`src/rtl/calc_pkg.sv`:
```
// Shared definitions for the calculator datapath: the sequencer state encoding (also the
// num_state output code), key codes, one-hot arithmetic codes and small key-decode helpers.
// The display mux and the math unit import this package as well.
package calc_pkg;

  // Encodings are visible on num_state, so they are fixed explicitly.
  typedef enum logic [2:0] {
    StOp1    = 3'b000,
    StOpr    = 3'b001,
    StOp2    = 3'b010,
    StResult = 3'b011,
    StCalc   = 3'b100
  } num_state_e;

  localparam logic [3:0] KeyAdd   = 4'd10;
  localparam logic [3:0] KeySub   = 4'd11;
  localparam logic [3:0] KeyMul   = 4'd12;
  localparam logic [3:0] KeyDiv   = 4'd13;
  localparam logic [3:0] KeyEnter = 4'd14;
  localparam logic [3:0] KeyClear = 4'd15;

  localparam logic [4:0] ArithNone = 5'b00000;
  localparam logic [4:0] ArithAdd  = 5'b00001;
  localparam logic [4:0] ArithSub  = 5'b00010;
  localparam logic [4:0] ArithMul  = 5'b00100;
  localparam logic [4:0] ArithDiv  = 5'b01000;

  function automatic logic is_digit(input logic [3:0] key);
    return key <= 4'd9;
  endfunction

  function automatic logic is_op(input logic [3:0] key);
    return (key >= KeyAdd) && (key <= KeyDiv);
  endfunction

  function automatic logic [4:0] op_onehot(input logic [3:0] key);
    logic [4:0] arith;
    case (key)
      KeyAdd:  arith = ArithAdd;
      KeySub:  arith = ArithSub;
      KeyMul:  arith = ArithMul;
      KeyDiv:  arith = ArithDiv;
      default: arith = ArithNone;
    endcase
    return arith;
  endfunction

endpackage

```
`src/rtl/digit_entry.sv`:
```
// Two-digit shift-entry register for one operand.
// Ports:
//   clk    system clock
//   reset  synchronous active-high reset
//   clr    zero both digits and restart entry (may coincide with load)
//   load   digit strobe; first digit lands in ones, second shifts ones to tens, rest ignored
//   digit  key code carrying the digit (non-digit codes are never stored)
//   tens   tens digit, bit 4 always 0
//   ones   ones digit, bit 4 always 0
module digit_entry
  import calc_pkg::*;
(
  input  logic       clk,
  input  logic       reset,
  input  logic       clr,
  input  logic       load,
  input  logic [3:0] digit,
  output logic [4:0] tens,
  output logic [4:0] ones
);

  logic [3:0] tens_q, tens_d;
  logic [3:0] ones_q, ones_d;
  logic [1:0] cnt_q, cnt_d;  // digits accepted so far, saturates at 2

  always_comb begin
    tens_d = tens_q;
    ones_d = ones_q;
    cnt_d  = cnt_q;
    if (clr) begin
      tens_d = '0;
      ones_d = '0;
      cnt_d  = '0;
    end
    // Evaluated after clr so a clear-and-load cycle captures the digit as the first one.
    if (load && is_digit(digit)) begin
      if (cnt_d == 2'd0) begin
        ones_d = digit;
        cnt_d  = 2'd1;
      end else if (cnt_d == 2'd1) begin
        tens_d = ones_d;
        ones_d = digit;
        cnt_d  = 2'd2;
      end
    end
  end

  always_ff @(posedge clk) begin
    if (reset) begin
      tens_q <= '0;
      ones_q <= '0;
      cnt_q  <= '0;
    end else begin
      tens_q <= tens_d;
      ones_q <= ones_d;
      cnt_q  <= cnt_d;
    end
  end

  // Storage is 4 bits wide, so the top output bit is structurally zero.
  assign tens = {1'b0, tens_q};
  assign ones = {1'b0, ones_q};

endmodule

```
`src/rtl/calc_sequencer.sv`:
```
// Calculator key sequencer: collects two 2-digit operands and an operator, launches the
// math unit, waits for its completion with a timeout, and holds the result state.
// Ports:
//   clk, reset                 clock, synchronous active-high reset
//   key_valid, key_code        one-cycle key strobe and code (0-9, ops 10-13, ENTER, CLEAR)
//   math_done                  completion from the math unit (only heeded in CALC)
//   num_state                  sequencer state code
//   tens_mem_1/ones_mem_1      operand 1 digits
//   tens_mem_2/ones_mem_2      operand 2 digits
//   arithmetic                 one-hot operator
//   math_start                 one-cycle launch pulse on entering CALC
//   error                      sticky math-timeout flag
// TIMEOUT must be at least 1.
module calc_sequencer
  import calc_pkg::*;
#(
  parameter int unsigned TIMEOUT = 255
) (
  input  logic       clk,
  input  logic       reset,
  input  logic       key_valid,
  input  logic [3:0] key_code,
  input  logic       math_done,
  output logic [2:0] num_state,
  output logic [4:0] tens_mem_1,
  output logic [4:0] ones_mem_1,
  output logic [4:0] tens_mem_2,
  output logic [4:0] ones_mem_2,
  output logic [4:0] arithmetic,
  output logic       math_start,
  output logic       error
);

  // The counter only ever holds 0..TIMEOUT-1 before CALC is left.
  localparam int unsigned CntW = (TIMEOUT < 2) ? 1 : $clog2(TIMEOUT);
  localparam logic [CntW-1:0] TimeoutLast = CntW'(TIMEOUT - 1);

  num_state_e     state_q, state_d;
  logic [CntW-1:0] cnt_q, cnt_d;
  logic [4:0]     arith_q, arith_d;
  logic           start_q, start_d;
  logic           error_q, error_d;

  logic key_clear, key_digit, key_op, key_enter;
  logic load_1, load_2, clr_ops;

  assign key_clear = key_valid && (key_code == KeyClear);
  assign key_digit = key_valid && is_digit(key_code);
  assign key_op    = key_valid && is_op(key_code);
  assign key_enter = key_valid && (key_code == KeyEnter);

  always_comb begin
    state_d = state_q;
    cnt_d   = '0;
    arith_d = arith_q;
    start_d = 1'b0;
    error_d = error_q;
    load_1  = 1'b0;
    load_2  = 1'b0;
    clr_ops = 1'b0;

    if (key_clear) begin
      state_d = StOp1;
      arith_d = ArithNone;
      error_d = 1'b0;
      clr_ops = 1'b1;
    end else begin
      unique case (state_q)
        StOp1: begin
          if (key_digit) begin
            load_1 = 1'b1;
          end else if (key_op) begin
            arith_d = op_onehot(key_code);
            state_d = StOpr;
          end
        end
        StOpr: begin
          if (key_op) begin
            arith_d = op_onehot(key_code);
          end else if (key_digit) begin
            load_2  = 1'b1;
            state_d = StOp2;
          end
        end
        StOp2: begin
          if (key_digit) begin
            load_2 = 1'b1;
          end else if (key_enter) begin
            start_d = 1'b1;
            state_d = StCalc;
          end
        end
        StCalc: begin
          // math_done takes priority over a timeout landing in the same cycle.
          if (math_done) begin
            state_d = StResult;
          end else if (cnt_q == TimeoutLast) begin
            error_d = 1'b1;
            state_d = StResult;
          end else begin
            cnt_d = cnt_q + CntW'(1);
          end
        end
        StResult: begin
          if (key_digit) begin
            clr_ops = 1'b1;
            load_1  = 1'b1;
            arith_d = ArithNone;
            error_d = 1'b0;
            state_d = StOp1;
          end
        end
        default: state_d = StOp1;
      endcase
    end
  end

  always_ff @(posedge clk) begin
    if (reset) begin
      state_q <= StOp1;
      cnt_q   <= '0;
      arith_q <= ArithNone;
      start_q <= 1'b0;
      error_q <= 1'b0;
    end else begin
      state_q <= state_d;
      cnt_q   <= cnt_d;
      arith_q <= arith_d;
      start_q <= start_d;
      error_q <= error_d;
    end
  end

  digit_entry u_operand_1 (
    .clk   (clk),
    .reset (reset),
    .clr   (clr_ops),
    .load  (load_1),
    .digit (key_code),
    .tens  (tens_mem_1),
    .ones  (ones_mem_1)
  );

  digit_entry u_operand_2 (
    .clk   (clk),
    .reset (reset),
    .clr   (clr_ops),
    .load  (load_2),
    .digit (key_code),
    .tens  (tens_mem_2),
    .ones  (ones_mem_2)
  );

  assign num_state  = state_q;
  assign arithmetic = arith_q;
  assign math_start = start_q;
  assign error      = error_q;

endmodule

```
`config.mk`:
```
export PLATFORM = sky130hd
export DESIGN_NAME = calc_sequencer
export DESIGN_NICKNAME = d
export VERILOG_FILES = /design/src/rtl/calc_pkg.sv /design/src/rtl/digit_entry.sv /design/src/rtl/calc_sequencer.sv
export SDC_FILE = /design/constraint.sdc
export NUM_CORES = 1
export LEC_CHECK = 0
export CAP_MARGIN = 20
export CORE_MARGIN = 1.5
export CORE_UTILIZATION = 51
export CTS_BUF_LIST = sky130_fd_sc_hd__clkbuf_8 sky130_fd_sc_hd__clkbuf_16
export DETAILED_ROUTE_END_ITERATION = 8
export PLACE_DENSITY = 0.76
export REMOVE_ABC_BUFFERS = 1
export SKIP_LAST_GASP = 1
export SLEW_MARGIN = 10
export SYNTH_ARGS = -nofsm -noshare
export SYNTH_HDL_FRONTEND = slang
export SYNTH_HIERARCHICAL = 1
export SYNTH_SLANG_ARGS = --single-unit
```
`constraint.sdc`:
```
create_clock -name clk -period 3 [get_ports clk]
set_input_delay 0.6 -clock clk [delete_from_list [all_inputs] [get_ports clk]]
set_output_delay 0.6 -clock clk [all_outputs]
set_load 0.02 [all_outputs]
```
== Word-level counts from Yosys, hierarchy flattened ==
Cells that the tools add are included.
Widths: inputs -> output; s select.
Storage, ports and cells
  flip-flop bits (word level): 38
Operators by class
  add/sub/neg operators: 1
  order comparisons: 3
  equal/unequal tests: 23
  muxes and demuxes: 52
  bitwise gates (word level): 2
  reduce and logical (&&, ||, !) cells: 19
Operators with widths (number)
  $mux 4: 16
  $mux 3: 9
  $eq 4x4->1 const B: 6
  $ne 2x2->1 const B: 9
  $mux 2: 8
  $pmux 4 s4: 1
  $mux 5: 3
  $pmux 3 s5: 1
  $pmux 5 s3: 1
  $mux 1: 11
  $add 8x1->8 const B: 1
  $eq 8x8->1 const B: 1
  $le 4x4->1 const B: 2
  $reduce_and 8->1: 1
  $logic_and 1x1->1: 7
  $eq 3x2->1 const B: 2
  $reduce_or 5->1: 1
  $eq 2x1->1 const B: 2
  $ge 4x4->1 const B: 1
  $logic_not 2->1: 2
  $pmux 1 s2: 2
  $reduce_and 4->1: 1
  $reduce_or 2->1: 2
  $reduce_or 4->1: 1
  other kinds (8): 9

== Logic depth before layout (Yosys ltp) ==
Gate-level depths: netlist of run 1.
  depth after elaboration: 10
  depth in mapped cells: 10
  gate-level depth less buffers: 9

== Hierarchy ==
Netlist of run 1, hierarchy kept.
By module, submodules not included
  digit_entry: instances 2, cells an instance 50, area an instance 510.5 µm², seq. area each 200.2 µm²
  calc_sequencer: instances 1, cells an instance 110, area an instance 908.4 µm², seq. area each 340.3 µm²

== Least setup slack after synthesis of run 1 ==
OpenSTA, ideal clock, no wires.
  path type: in2reg
  from: in key_code[1]
  to: reg u_operand_1.ones_q[0]
  data arrival time: 2.319 ns
  path slack: 0.609 ns
  cell stages on the path: 8
  path buffers: 1
  cells stage by stage: buf_6 -> o21ai_0 -> nand2_1 -> a21oi_1 -> nand2b_1 -> ha_1 -> o211a_4 -> mux2i_1
On the way
  cells in the longest elaborated chain, start to end: 10
  elaborated cells on any way between the ends: 17
Ends and longest elaborated chain
  start, declared: line calc_sequencer.sv:22  | input logic [3:0] key_code,
  $le 4x4->1: line calc_pkg.sv:29  | return key <= 4'd9;
  $logic_and 1x1->1: line calc_sequencer.sv:48  | assign key_digit = key_valid && is_digit(key_code);
  $mux 1: line calc_sequencer.sv:105  | if (key_digit) begin
  $mux 1: line calc_sequencer.sv:68  | unique case (state_q)
  $mux 1 (*): line calc_sequencer.sv:62  | if (key_clear) begin
  via clr_ops: line calc_sequencer.sv:45  | logic load_1, load_2, clr_ops;
  $mux 2: line digit_entry.sv:30  | if (clr) begin
  $eq 2x1->1: line digit_entry.sv:40  | end else if (cnt_d == 2'd1) begin
  $mux 4: line digit_entry.sv:40
  $mux 4: line digit_entry.sv:37  | if (cnt_d == 2'd0) begin
  $mux 4 (*): line digit_entry.sv:36  | if (load && is_digit(digit)) begin
  end signal, assigned: line digit_entry.sv:55  | ones_q <= ones_d;
  end, declared: line digit_entry.sv:23  | logic [3:0] ones_q, ones_d;
The timed path passes the listed nets; every way through them passes the cells marked *.
A chain may end at the register's enable or synchronous reset.

== Final worst setup path of run 1 ==
  from: in key_code[2]
  to: reg u_operand_2.ones_q[1]
On the way
  cells in the longest elaborated chain, start to end: 10
  elaborated cells on any way between the ends: 22
Ends and longest elaborated chain (line)
  $le 4x4->1: calc_pkg.sv:29
  $logic_and 1x1->1: calc_sequencer.sv:48
  $mux 1: calc_sequencer.sv:105
  $mux 1: calc_sequencer.sv:68
  $mux 1 (*): calc_sequencer.sv:62
  via clr_ops: calc_sequencer.sv:45
  $mux 2: digit_entry.sv:30
  $eq 2x1->1: digit_entry.sv:40
  $mux 4: digit_entry.sv:40
  $mux 4: digit_entry.sv:37
  $mux 4 (*): digit_entry.sv:36
  end signal, assigned: digit_entry.sv:55
  end, declared: digit_entry.sv:23
Marks and branches as above.

==> flow_metrics.py, run 1 <==
metrics = {
    "pwr": {
        "switching_share_pct": 24.49,
        "p_comb_share_pct": 13.0,
        "pwr-share-seq_pct": 52.1,
        "p_switching_mw": 0.2373,
        "peakVddDrop_uv": 292.4,
        "power_density_mw_per_mm2": 405.2,
        "leakage_nw": 0.9542,
        "p_int_mw": 0.7316,
        "p_clk_share_pct": 34.9,
    },
    "outcome": {
        "status": "completed",
    },
    "cts": {
        "insertion_delay_ps": 280,
        "cts_buffers": 5,
        "cts-root-buf": "clkbuf_8",
        "clock_path_buffers": 2,
        "cts_tree": "done",
        "post_cts_resized": 0,
        "cts_hold_buf": 0,
        "clk_pin_slew_worst_paths_ps": 70,
        "post_cts.repair.setup_buffers": 0,
        "h-tree-depth": 2,
        "cts_sinks": 37,
    },
    "synthesis": {
        "netlist_top_cells_count": "dfxtp_1 (37), nand2_1 (29), mux2i_1 (20)",
        "async_flop_share_pct": 0,
        "synthTopCellsByArea": "dfxtp_1 (38%), mux2i_1 (10%), nand2_1 (5.6%)",
        "synth.most_common_cell": "dfxtp_1",
        "synth_seq_cells": 37,
        "ys_warn_count": 6,
        "synthFlopType": "dfxtp_1",
        "synth_top_area_share_pct": 38.39,
        "ys_types": 41,
        "syn_inst": 210,
        "seq_area_frac_synth_pct": 38.39,
        "netlist_area_mm2": 0.001929,
        "syn_avg_cell_area_um2": 9.187,
        "synth_edf_count": 0,
        "synth_top_cell_by_area": "dfxtp_1",
    },
    "worst_setup_path": {
        "cp-start-kind": "primary input",
        "end_kind": "register",
        "cp.required_ps": 3210,
        "criticalPathCategory": "primary input to register",
        "cp.arrival_ps": 2580,
        "crit_fanout": 10,
        "r2r_cells": 8,
    },
    "placed_design": {
        "gp_congestion": 0.7635,
        "port-buffer-count": 32,
        "hpwl_um": 2940,
        "place_ws_ps": 381.7,
    },
    "layout": {
        "layout-drive-gt1-share_pct": 11.24,
        "nets": 263,
        "area_growth_pct": 23.93,
        "postLayoutCoreUtil_pct": 65.81,
        "antenna_cells": 0,
    },
    "global_routing": {
        "first_global_vias": 1409,
        "grt.overflow.total": 0,
        "grt_usage_pct": 20.33,
        "grt_max_degree": 17,
        "antenna_found_initial": 0,
        "grt_pass1_wl_um": 6479,
    },
    "drt": {
        "drc": 0,
        "vias_per_cell": 5.222,
        "drtPass1Iterations": 4,
        "wl_per_cell_um": 13.32,
        "vias": 1551,
        "drt_iter0_markers": 70,
        "ant_nets": 0,
        "totalWireLength_um": 3955,
    },
    "die": {
        "rows": 22,
        "dieArea_mm2": 0.004161,
        "core_mm2": 0.003633,
        "ioPinCount": 38,
        "die_w_um": 64.51,
        "start_util_pct": 53.10,
        "die_h_um": 64.51,
    },
    "timing": {
        "slew_viol_final": 0,
        "rsz0062_at_grt": "false",
        "fin_crit_sh_pct": 78.72,
        "timing.fmax_ghz": 0.4234,
        "finalCriticalPeriod_ps": 2362,
        "fin_tns_setup_ps": 0,
        "clock-skew-final_ps": 2.367,
        "tightest_slew_ps": 569.2,
        "layout_setup_ws_ps": 638.4,
        "relSlewSlack_pct": 61.70,
        "final_hold_viol_count": 0,
        "final-setup-viol-count": 0,
    },
    "job": {
        "maxCapViolCount": 0,
    },
    "hold_path": {
        "hold_class": "register to register",
        "holdPathStages": 2,
    },
}
[sequential cells by signal, indices dropped and copies added, names as in the netlist, 2 cells and up]
signal,cells
cnt_q,8
arithmetic,4
u_operand_1/ones_q,4
u_operand_1/tens_q,4
u_operand_2/ones_q,4
u_operand_2/tens_q,4
num_state,3
u_operand_1/cnt_q,2
u_operand_2/cnt_q,2
[worst max-delay path, cell delays in order]
cell	delay [ps]
clkdlybuf4s50_1	500
buf_4	210
nand4_1	110
a21oi_1	160
buf_4	180
nand2b_1	190
ha_1	230
o211a_4	220
mux2i_1	190
[cell usage in the layout, fill, tap and decap left out, types with 3 or more instances in the layout]
cell / Yosys / routed
inv_1: 8 / 9
dfxtp_1: 37 / 37
ha_1: 6 / 6
o21ai_0: 6 / 6
conb_1: 3 / 5
a21oi_1: 7 / 7
nor4_1: 3 / 3
xor2_1: 4 / 4
buf_4: 5 / 8
clkdlybuf4s50_1: 0 / 32
nand2_1: 29 / 29
clkbuf_8: 0 / 6
mux2i_1: 20 / 20
nand3_1: 9 / 9
nor3b_1: 3 / 3
nor2_1: 16 / 16
xnor2_1: 4 / 4
nand2b_1: 8 / 8
nand4_1: 7 / 7
[logic make-up (layout without fill, tap and decap cells)]
family	count (synthesis)	count (layout)	synth area share (%)
simple gates	90	90	25.29
flops	37	37	38.39
compound gates	28	28	12.52
mux	20	20	10.38
buf+inv	18	55	5.318
xor+xnor	8	8	3.631
fa+ha+maj	6	6	3.891
other cells	3	5	0.5836
[final timing paths]
kind,startpoint,end,slack [ps]
hold / removal,arithmetic[3],arithmetic[3],460
setup reg to reg,num_state[1],u_operand_2/ones_q[1],870
hold reg to reg,arithmetic[3],arithmetic[3],460
setup / recovery,key_code[2],u_operand_2/ones_q[1],640
[routing by layer]
| layer | part of all wire [%] | routed length [um] | global-route usage (%) | vias to the layer above |
|---|---|---|---|---|
| met1 | 47 | 1871 | 25.68 | 712 |
| met2 | 46 | 1817 | 32.29 | 42 |
| met4 | 1.6 | 65 | 8.511 | 0 |
| met5 | 0 | 0 | 0 | - |
| met3 | 5.1 | 201 | 6.076 | 8 |
| li1 | - | - | - | 789 |
[power groups by stage]
| stage | sequential, mW | clock (mW) | combinational, mW |
|---|---|---|---|
| global placement | 0.516 | 0 | 0.124 |
| finish | 0.505 | 0.338 | 0.126 |
| detailed placement | 0.516 | 0 | 0.125 |
| global route | 0.505 | 0.382 | 0.136 |
| floorplan | 0.521 | 0 | 0.0669 |
| CTS | 0.504 | 0.352 | 0.126 |
[final cells by class]
class	instances	area [um2]
multi-input cells	157	1094
clock inverters	1	3.754
well taps	48	60.06
repair buffers	40	380.4
clock buffers	6	82.58
fillers	305	1242
flip-flops and latches	37	740.7
inverters	8	30.03
[per-stage QoR]
step / area (um2) / cells / hold slack (ps) / total power, mW
after floorplan: 1864 / 202 / 429.7 / 0.5876
final: 2391 / 297 / 463.6 / 0.9689
after global routing: 2391 / 297 / 488.3 / 1.022
after global placement: 2305 / 290 / 447.5 / 0.6396
after CTS: 2391 / 297 / 467.2 / 0.9820
after detailed placement: 2305 / 290 / 457.7 / 0.6409
No activity file was read; power rests on OpenSTA's default activity.
==> run 2, diff against run 1 <==
==> constraint.sdc (replaced) <==
create_clock -name clk -period 2.2 [get_ports clk]
set_input_delay 0.44 -clock clk [delete_from_list [all_inputs] [get_ports clk]]
set_output_delay 0.44 -clock clk [all_outputs]
set_load 0.02 [all_outputs]
==> flow_metrics.py, run 2 (synthesized netlist as in run 1, its figures left out) <==
metrics = {
    "die": {
        "die_h_um": 64.51,
        "die_w_um": 64.51,
        "ioPinCount": 38,
        "dieArea_mm2": 0.004161,
        "rows": 22,
        "core_mm2": 0.003633,
        "start_util_pct": 53.10,
    },
    "worst_setup_path": {
        "r2r_setup_slack_ps": 330,
        "r2r_cells": 8,
        "cp.arrival_ps": 2330,
        "path_cells": "clkdlybuf4s50_1, buf_4, nand4_1, a21oi_1, buf_4, nand2b_1, ha_2, o211a_4, mux2i_1",
        "end_kind": "register",
        "slowest_stage": "clkdlybuf4s50_1",
        "cp_common_cell": "buf_4",
        "cp.required_ps": 2410,
        "criticalPathCategory": "primary input to register",
        "crit_family": "buffers and inverters",
        "regToRegEndpoint": "u_operand_2/ones_q[1]",
        "crit_buf_inv": 3,
        "crit_fanout": 8,
        "timing.rr.start": "num_state[2]",
        "cp-start-kind": "primary input",
        "slowest_delay_ps": 500,
    },
    "job": {
        "maxCapViolCount": 0,
    },
    "hold_path": {
        "hold_path_startpoint": "u_operand_2/tens_q[1]",
        "hold_class": "register to register",
        "min_to": "u_operand_2/tens_q[1]",
        "holdPathStages": 2,
    },
    "cts": {
        "insertion_delay_ps": 290,
        "cts_sinks": 37,
        "clock_path_buffers": 2,
        "cts_buffers": 5,
        "h-tree-depth": 2,
        "cts_tree": "done",
        "cts-root-buf": "clkbuf_8",
        "post_cts.repair.setup_buffers": 0,
        "clk_pin_slew_worst_paths_ps": 70,
    },
    "timing": {
        "fin_tns_setup_ps": 0,
        "rsz0062_at_grt": "false",
        "clock-skew-final_ps": 3.638,
        "fin_crit_sh_pct": 96.21,
        "hold_ws_ps": 462.3,
        "slew_viol_final": 0,
        "finalCriticalPeriod_ps": 2117,
        "timing.fmax_ghz": 0.4724,
        "final_hold_viol_count": 0,
        "final-setup-viol-count": 0,
    },
    "outcome": {
        "status": "completed",
    },
    "layout": {
        "layout_common_cells": "dfxtp_1 (37), clkdlybuf4s50_1 (32), nand2_1 (29), buf_4 (23), mux2i_1 (20)",
        "area_growth_pct": 30.22,
        "final_common_cell": "dfxtp_1",
        "largest_reg_flops": 8,
        "antenna_cells": 0,
        "layout-drive-gt1-share_pct": 17.74,
        "fin_area_mm2": 0.002512,
        "layout.cells.non_filler": 313,
        "max_flop_register": "cnt_q",
        "nets": 278,
    },
    "drt": {
        "drt_iter0_markers": 89,
        "ant_nets": 0,
        "totalWireLength_um": 4185,
        "drtPass1Iterations": 4,
        "wl_per_cell_um": 13.37,
        "vias": 1643,
        "vias_per_cell": 5.249,
        "drc": 0,
    },
    "pwr": {
        "power_density_mw_per_mm2": 529.1,
        "leakage_nw": 1.030,
        "peakVddDrop_uv": 415.9,
    },
    "placed_design": {
        "port-buffer-count": 32,
        "dp.cells": 305,
        "gp_congestion": 0.9072,
        "place_area_mm2": 0.002417,
        "hpwl_um": 3186,
    },
    "global_routing": {
        "grt_max_degree": 15,
        "grt_pass1_wl_um": 6713,
        "grt.overflow.total": 0,
        "first_global_vias": 1500,
        "antenna_found_initial": 0,
        "grt_usage_pct": 21.24,
    },
}
-- run 2: changes by cell type in the layout (fill, tap and decap cells not counted), sizes merged --
cell,previous run,this run
buf,8,23
clkinv,0,2
clkbuf,6,5
-- run 2: how the worst max path moves through the flow --
stage,startpoint,endpoint,slack [ps],depth (start not counted)
finish,key_code[2],u_operand_2/ones_q[1],80,9
global route,key_code[2],u_operand_2/ones_q[1],6,9
CTS,key_code[1],u_operand_2/ones_q[1],60,9
detailed placement,key_code[1],u_operand_2/ones_q[1],-210,9
global placement,key_code[1],u_operand_1/ones_q[1],-170,9
floorplan,num_state[1],u_operand_1/ones_q[0],10,7
-- run 2: where the power goes --
part / leakage (nW) / internal (mW) / switching [mW]
Combinational: 0.682 / 0.0894 / 0.106
Clock: 0.0491 / 0.215 / 0.234
Sequential: 0.299 / 0.679 / 0.00556
Total: 1.03 / 0.983 / 0.346
-- run 2: timing repair --
action	4_1_cts	5_1_grt
setup endpoints to repair	0	8
hold buffers	0	0
resized for setup	0	4
-- run 2: through the flow --
stage	total power [mW]	utilization [%]	setup WS (ps)
finish	1.329	69.15	83.30
CTS	1.336	68.80	61.50
detailed placement	0.8923	66.53	-205.6
global placement	0.8897	66.53	-165.4
floorplan	0.8012	-	11.13
global route	1.386	69.15	5.610
-- run 2: layer usage --
metal	part of all wire [%]	global-route usage [%]	vias up
met5	0	0	-
li1	-	-	818
met2	47	34.11	50
met3	4.8	5.729	13
met1	45	25.90	762
met4	2.9	11.44	0
-- run 2: layout make-up --
class | instances | area, um2
Fill cell | 295 | 1121
Multi-Input combinational cell | 157 | 1106
Timing Repair Buffer | 55 | 493.0
Inverter | 8 | 30.03
Clock buffer | 5 | 68.82
Tap cell | 48 | 60.06
Sequential cell | 37 | 740.7
Clock inverter | 3 | 13.76
-- run 2: worst reg2reg max path: stages (launching register included) --
cell,delay [ps]
dfxtp_1,310
and3b_1,300
nand2_1,70
a21oi_1,140
buf_4,170
nand2b_1,160
ha_2,220
o211a_4,210
mux2i_1,210
